## config.mk

```make
export PLATFORM = sky130hd
export DESIGN_NAME = decl_check
export DESIGN_NICKNAME = d
export VERILOG_FILES = /design/src/rtl/decl_check.sv
export SDC_FILE = /design/constraint.sdc
export NUM_CORES = 1
export LEC_CHECK = 0
export CAP_MARGIN = 20
export CORE_MARGIN = 10
export CORE_UTILIZATION = 55
export DETAILED_ROUTE_END_ITERATION = 8
export PLACE_DENSITY = 0.77
export RECOVER_POWER = 100
export SLEW_MARGIN = 20
export SYNTH_ARGS = -nofsm -noshare
export SYNTH_HDL_FRONTEND = slang
export SYNTH_SLANG_ARGS = --single-unit
```

## constraint.sdc

```tcl
create_clock -name clk -period 3.32 [get_ports clk]
set_clock_uncertainty 0.15 [all_clocks]
set_input_delay 0.664 -clock clk [delete_from_list [all_inputs] [get_ports clk]]
set_output_delay 0.664 -clock clk [all_outputs]
set_load 0.01 [all_outputs]
```

## src/rtl/decl_check.sv

```systemverilog
// rtl/decl_check.sv - character-serial checker for "int"/"char" declaration statements
//
// Consumes one ASCII character per clock while in_valid is high and checks it
// against: WS* TYPE WS+ ID (WS* ',' WS* ID)* WS* ';'
//
// Ports:
//   clk       rising-edge clock
//   reset     asynchronous active-low reset
//   in        ASCII character, consumed when in_valid is high
//   in_valid  character qualifier; when low all state holds
//   out       one-cycle pulse after the ';' of a legal declaration
//   err       one-cycle pulse after the ';' of an illegal statement
//   is_char   type of the last legal declaration (0 = int, 1 = char)
//   id_num    identifier count of the last legal declaration
//   decl_cnt  saturating count of legal declarations
module decl_check #(
  parameter int MAX_ID_LEN = 8,
  parameter int CNT_W      = 8
) (
  input  logic             clk,
  input  logic             reset,
  input  logic [7:0]       in,
  input  logic             in_valid,
  output logic             out,
  output logic             err,
  output logic             is_char,
  output logic [CNT_W-1:0] id_num,
  output logic [CNT_W-1:0] decl_cnt
);

  // Length register must hold MAX_ID_LEN and also the keyword lengths 3 and 4.
  localparam int LEN_RAW = $clog2(MAX_ID_LEN + 2);
  localparam int LEN_W   = (LEN_RAW < 3) ? 3 : LEN_RAW;

  typedef enum logic [2:0] {
    S_IDLE,
    S_KW,
    S_KWGAP,
    S_PRE,
    S_ID,
    S_POST,
    S_ERR
  } state_t;

  state_t           state_q, state_d;
  logic             kw_sel_q, kw_sel_d;     // 0 = "int", 1 = "char"
  logic [1:0]       kw_pos_q, kw_pos_d;     // keyword characters matched so far
  logic [LEN_W-1:0] id_len_q, id_len_d;
  logic [CNT_W-1:0] id_cnt_q, id_cnt_d;
  logic             m_int_q, m_int_d;       // identifier so far is a prefix of "int"
  logic             m_char_q, m_char_d;     // identifier so far is a prefix of "char"
  logic             out_q, out_d;
  logic             err_q, err_d;
  logic             is_char_q, is_char_d;
  logic [CNT_W-1:0] id_num_q, id_num_d;
  logic [CNT_W-1:0] decl_cnt_q, decl_cnt_d;

  logic is_ws, is_semi, is_comma, is_alpha, is_digit, id_start, id_char;
  logic id_is_kw, legal_end;

  function automatic logic [7:0] kw_letter(input logic sel, input logic [1:0] pos);
    logic [7:0] c;
    case ({sel, pos})
      3'b000:  c = "i";
      3'b001:  c = "n";
      3'b010:  c = "t";
      3'b100:  c = "c";
      3'b101:  c = "h";
      3'b110:  c = "a";
      3'b111:  c = "r";
      default: c = 8'h00;
    endcase
    return c;
  endfunction

  function automatic logic [CNT_W-1:0] sat_inc(input logic [CNT_W-1:0] v);
    return (&v) ? v : v + 1'b1;
  endfunction

  assign is_ws    = (in == 8'd32) || (in == 8'd9);
  assign is_semi  = (in == ";");
  assign is_comma = (in == ",");
  assign is_alpha = ((in >= "a") && (in <= "z")) || ((in >= "A") && (in <= "Z"));
  assign is_digit = (in >= "0") && (in <= "9");
  assign id_start = is_alpha || (in == "_");
  assign id_char  = id_start || is_digit;

  // An identifier spelling exactly a keyword is rejected when it terminates.
  assign id_is_kw  = (m_int_q && (id_len_q == LEN_W'(3))) ||
                     (m_char_q && (id_len_q == LEN_W'(4)));
  assign legal_end = (state_q == S_POST) || ((state_q == S_ID) && !id_is_kw);

  always_comb begin
    state_d    = state_q;
    kw_sel_d   = kw_sel_q;
    kw_pos_d   = kw_pos_q;
    id_len_d   = id_len_q;
    id_cnt_d   = id_cnt_q;
    m_int_d    = m_int_q;
    m_char_d   = m_char_q;
    out_d      = 1'b0;
    err_d      = 1'b0;
    is_char_d  = is_char_q;
    id_num_d   = id_num_q;
    decl_cnt_d = decl_cnt_q;

    if (in_valid) begin
      if (is_semi) begin
        // Every ';' resynchronises; only a ';' outside IDLE produces a pulse.
        state_d  = S_IDLE;
        id_cnt_d = '0;
        id_len_d = '0;
        if (state_q != S_IDLE) begin
          if (legal_end) begin
            out_d      = 1'b1;
            is_char_d  = kw_sel_q;
            id_num_d   = id_cnt_q;
            decl_cnt_d = sat_inc(decl_cnt_q);
          end else begin
            err_d = 1'b1;
          end
        end
      end else begin
        case (state_q)
          S_IDLE: begin
            if (in == "i") begin
              state_d  = S_KW;
              kw_sel_d = 1'b0;
              kw_pos_d = 2'd1;
            end else if (in == "c") begin
              state_d  = S_KW;
              kw_sel_d = 1'b1;
              kw_pos_d = 2'd1;
            end else if (!is_ws) begin
              state_d = S_ERR;
            end
          end
          S_KW: begin
            // The last keyword letter lands in KWGAP, which then demands WS.
            if (in == kw_letter(kw_sel_q, kw_pos_q)) begin
              if (kw_pos_q == (kw_sel_q ? 2'd3 : 2'd2)) begin
                state_d = S_KWGAP;
              end else begin
                kw_pos_d = kw_pos_q + 2'd1;
              end
            end else begin
              state_d = S_ERR;
            end
          end
          S_KWGAP: begin
            state_d = is_ws ? S_PRE : S_ERR;
          end
          S_PRE: begin
            if (id_start) begin
              state_d  = S_ID;
              id_len_d = LEN_W'(1);
              id_cnt_d = sat_inc(id_cnt_q);
              m_int_d  = (in == "i");
              m_char_d = (in == "c");
            end else if (!is_ws) begin
              state_d = S_ERR;
            end
          end
          S_ID: begin
            if (id_char) begin
              if (id_len_q == LEN_W'(MAX_ID_LEN)) begin
                state_d = S_ERR;
              end else begin
                id_len_d = id_len_q + 1'b1;
                m_int_d  = m_int_q && (id_len_q < LEN_W'(3)) &&
                           (in == kw_letter(1'b0, id_len_q[1:0]));
                m_char_d = m_char_q && (id_len_q < LEN_W'(4)) &&
                           (in == kw_letter(1'b1, id_len_q[1:0]));
              end
            end else if (is_ws) begin
              state_d = id_is_kw ? S_ERR : S_POST;
            end else if (is_comma) begin
              state_d = id_is_kw ? S_ERR : S_PRE;
            end else begin
              state_d = S_ERR;
            end
          end
          S_POST: begin
            if (is_comma) begin
              state_d = S_PRE;
            end else if (!is_ws) begin
              state_d = S_ERR;
            end
          end
          default: begin
            state_d = S_ERR;
          end
        endcase
      end
    end
  end

  always_ff @(posedge clk or negedge reset) begin
    if (!reset) begin
      state_q    <= S_IDLE;
      kw_sel_q   <= 1'b0;
      kw_pos_q   <= 2'd0;
      id_len_q   <= '0;
      id_cnt_q   <= '0;
      m_int_q    <= 1'b0;
      m_char_q   <= 1'b0;
      out_q      <= 1'b0;
      err_q      <= 1'b0;
      is_char_q  <= 1'b0;
      id_num_q   <= '0;
      decl_cnt_q <= '0;
    end else begin
      state_q    <= state_d;
      kw_sel_q   <= kw_sel_d;
      kw_pos_q   <= kw_pos_d;
      id_len_q   <= id_len_d;
      id_cnt_q   <= id_cnt_d;
      m_int_q    <= m_int_d;
      m_char_q   <= m_char_d;
      out_q      <= out_d;
      err_q      <= err_d;
      is_char_q  <= is_char_d;
      id_num_q   <= id_num_d;
      decl_cnt_q <= decl_cnt_d;
    end
  end

  assign out      = out_q;
  assign err      = err_q;
  assign is_char  = is_char_q;
  assign id_num   = id_num_q;
  assign decl_cnt = decl_cnt_q;

endmodule
```

==> qor.log <==
INFO  run_status     run_status=finished with violations
INFO  run_status     failed_checks=capacitance limit, slew limit
INFO  worst_setup_path end_kind=flop
INFO  synth          yosysUniqueCellTypes=64
INFO  cts            clk_root_buffer_cell=sky130_fd_sc_hd__clkbuf_8
INFO  route          num_vias=2332
INFO  timing         setup_viol=0
INFO  synth          synth_most_common_cell=sky130_fd_sc_hd__nand2_1
INFO  floorplan      std_cell_rows=25
INFO  grt            grt_antenna_before_repair=0
INFO  timing         tightest_slew=2.00ns
INFO  cts            worst_skew_pair.late_latency=0.28ns
INFO  synth          synth_async_sr_flop_share=100%
INFO  run            max_cap_viol_count=1
INFO  cts            cts_setup_buffers=0
INFO  worst_setup_path critPathMaxFanout=10
INFO  worst_setup_path critical_path_required_time=3.31ns
INFO  floorplan      floorplan_core_area=0.00472sqmm
INFO  worst_setup_path startpoint_type=input port
INFO  cts            clock_path_buffers=2
INFO  grt            globalRouteOverflowTotal=0
INFO  cts            cts-htree-levels=2
INFO  timing         setup_total_negative_slack=0ns
INFO  power          pwr_density_cell=324mW/mm^2
INFO  synth          synth_flop_cell=sky130_fd_sc_hd__dfrtp_1
INFO  floorplan      initial_core_util=57.1%
INFO  synth          dominant_cell_type_by_area_after_synthesis=sky130_fd_sc_hd__dfrtp_1
INFO  finish         diodes=0
INFO  cts            tritoncts.num_buffers=5
INFO  timing         grt_setup_unrepaired=no
INFO  worst_setup_path critPathLaunch=in[4]
INFO  synth          netlist.area_leader.share=36.2%
INFO  synth          synth_top_cells_by_count=49 x sky130_fd_sc_hd__nand2_1, 39 x sky130_fd_sc_hd__dfrtp_1, 29 x sky130_fd_sc_hd__nor2_1
INFO  route          totalWireLength=5.95mm
INFO  place          place_congestion=0.857
INFO  timing         timing.final.max_slew_violations=40
INFO  worst_setup_path reg2reg_slack=0.50ns
INFO  synth          synth_seq_cells=39
INFO  cts            tritoncts_num_sinks=39
INFO  synth          mappedNetlistNets=328
INFO  route          detail_route.vias_per_cell=5.73
INFO  synth          netlist_instances=306
INFO  power          vdd_ir_drop_max=288uV
INFO  timing         report.final.hold_viol_count=0
INFO  timing         period_share=90.8%
INFO  synth          synth.area.top_cells=sky130_fd_sc_hd__dfrtp_1 36%, sky130_fd_sc_hd__nand2_1 6.8%, sky130_fd_sc_hd__ha_1 5.1%
INFO  grt            grt_first_pass_wirelength=10.7mm
INFO  worst_setup_path regToRegStartpoint=state_q[2]
INFO  power          leakagePower=1.44nW
INFO  route          routed_wire_length_per_instance=14.6um
INFO  finish         post-route-util=66.7%
INFO  route          first_pass_iters=4
INFO  cts            cts_tree=yes
INFO  finish         fin_nets=362
INFO  route          dr.first_iter.drc_count=156
INFO  synth          synth_edf_count=0
INFO  synth          synth_sequential_area_ratio=36.2%
INFO  worst_setup_path worst-setup-path-type=in -> reg
INFO  route          drc=0
INFO  grt            gr-usage-all-layers=15.0%
INFO  place          place.detailed.hpwl=4.57mm
INFO  timing         timing.slew.headroom=-33.6%
INFO  finish         multi_input_comb_area=0.00161sqmm
INFO  finish         flow.area_growth_from_synthesis=16.8%
INFO  cts            post_cts_resize_count=0
INFO  synth          average_footprint_of_a_synthesized_cell=8.82squm
INFO  timing         timing.final.crit_period=3.01ns
INFO  grt            grt_start_max_net_pins=40
INFO  finish         drive_above_1_share=7.35%
INFO  grt            first_global_vias=2329
INFO  floorplan      die_w=90.0um
INFO  floorplan      height_of_the_die=90.0um
INFO  timing         clock.fmax=332MHz
INFO  cts            cts.clk_slew.worst_paths=0.07ns
INFO  worst_hold_path worstHoldPathType=reg -> reg
INFO  floorplan      io-pin-count=30
INFO  place          buffer_ports.inserted=29
INFO  timing         hold_ws=0.309ns
INFO  synth          synthesis.area=0.00270sqmm
INFO  finish         fillerInstances=395
INFO  route          antenna_violating_nets_left=0
INFO  finish         layout.area.seq=976squm
INFO  floorplan      fp.dieArea=0.00811sqmm
INFO  synth          synthesis.yosys.warnings=0
INFO  cts            holdBufCountCts=0
INFO  worst_setup_path cp.arrival=3.01ns
INFO  worst_hold_path holdCritStartpoint=is_char
## kinds of logic after synthesis
group,Yosys count,synth area share (%)
buf+inv,23,3.66
simple gates,146,29.5
fa+ha+maj,11,5.10
mux,6,2.50
flops,39,36.2
compound gates,57,15.2
xor+xnor,24,7.79
## routing by layer
metal	GRT usage, %	up-vias	routed length, um
met5	0	-	0
met4	3.18	0	28
met3	4.07	4	311
met2	25.1	43	2750
met1	19.0	1117	2860
li1	-	1168	-
## cell type report
class | instances | area share (%)
multi-input combinational | 244 | 51.1
sequential | 39 | 31.0
timing repair buffer | 40 | 11.3
tap | 67 | 2.66
clock buffer | 6 | 2.62
inverter | 10 | 1.19
clock inverter | 1 | 0.159
## state kept, by name, indices dropped and copies added (netlist names)
name	flops
decl_cnt	8
err	1
id_cnt_q	8
id_len_q	4
id_num	8
is_char	1
kw_pos_q	2
kw_sel_q	1
m_char_q	1
m_int_q	1
out	1
state_q	3
## through the flow
step / area, sq um / std cells / setup slack, ns / total power [mW]
detailed placement: 3090 / 400 / 0.161 / 0.718
global route: 3150 / 407 / 0.134 / 1.08
global placement: 3090 / 400 / 0.202 / 0.714
CTS: 3180 / 407 / 0.464 / 1.03
floorplan: 2700 / 306 / 0.690 / 0.655
finish: 3150 / 407 / 0.307 / 1.02
## critical path, stage by stage
cell and delay, ns:
sky130_fd_sc_hd__dlygate4sd3_1 0.79, sky130_fd_sc_hd__nor2_1 0.09, sky130_fd_sc_hd__and3b_1 0.23, sky130_fd_sc_hd__o41ai_1 0.59, sky130_fd_sc_hd__nand2_1 0.29, sky130_fd_sc_hd__o211ai_1 0.23
sky130_fd_sc_hd__o21ai_0 0.12
## cells in the final DEF, fill, tap and decap left out, drive strengths merged, types with 5 or more instances in the layout
| cell type | n |
|---|---|
| a21oi | 10 |
| buf | 8 |
| clkbuf | 10 |
| clkdlybuf4s50 | 7 |
| dfrtp | 39 |
| dlygate4sd3 | 21 |
| ha | 11 |
| inv | 10 |
| nand2 | 49 |
| nand2b | 5 |
| nand3 | 6 |
| nand3b | 8 |
| nand4 | 9 |
| nor2 | 29 |
| nor3 | 6 |
| nor4 | 7 |
| o21ai | 16 |
| xnor2 | 10 |
| xor2 | 14 |
## where the power goes
| part | switching, mW | leakage, nW | internal (mW) |
|---|---|---|---|
| logic | 0.0967 | 0.871 | 0.0766 |
| registers | 0.0429 | 0.521 | 0.493 |
| clock network | 0.148 | 0.0470 | 0.163 |
| total | 0.288 | 1.44 | 0.732 |
## path summary, 6_finish.rpt
path,to,cells after the start
setup / recovery,id_len_q[2],7
hold / removal,is_char,2
setup reg to reg,id_len_q[2],6
hold reg to reg,is_char,2
max in group asynchronous,m_int_q,1
min in group asynchronous,kw_pos_q[1],1
No activity file was read; power rests on OpenSTA's default activity.
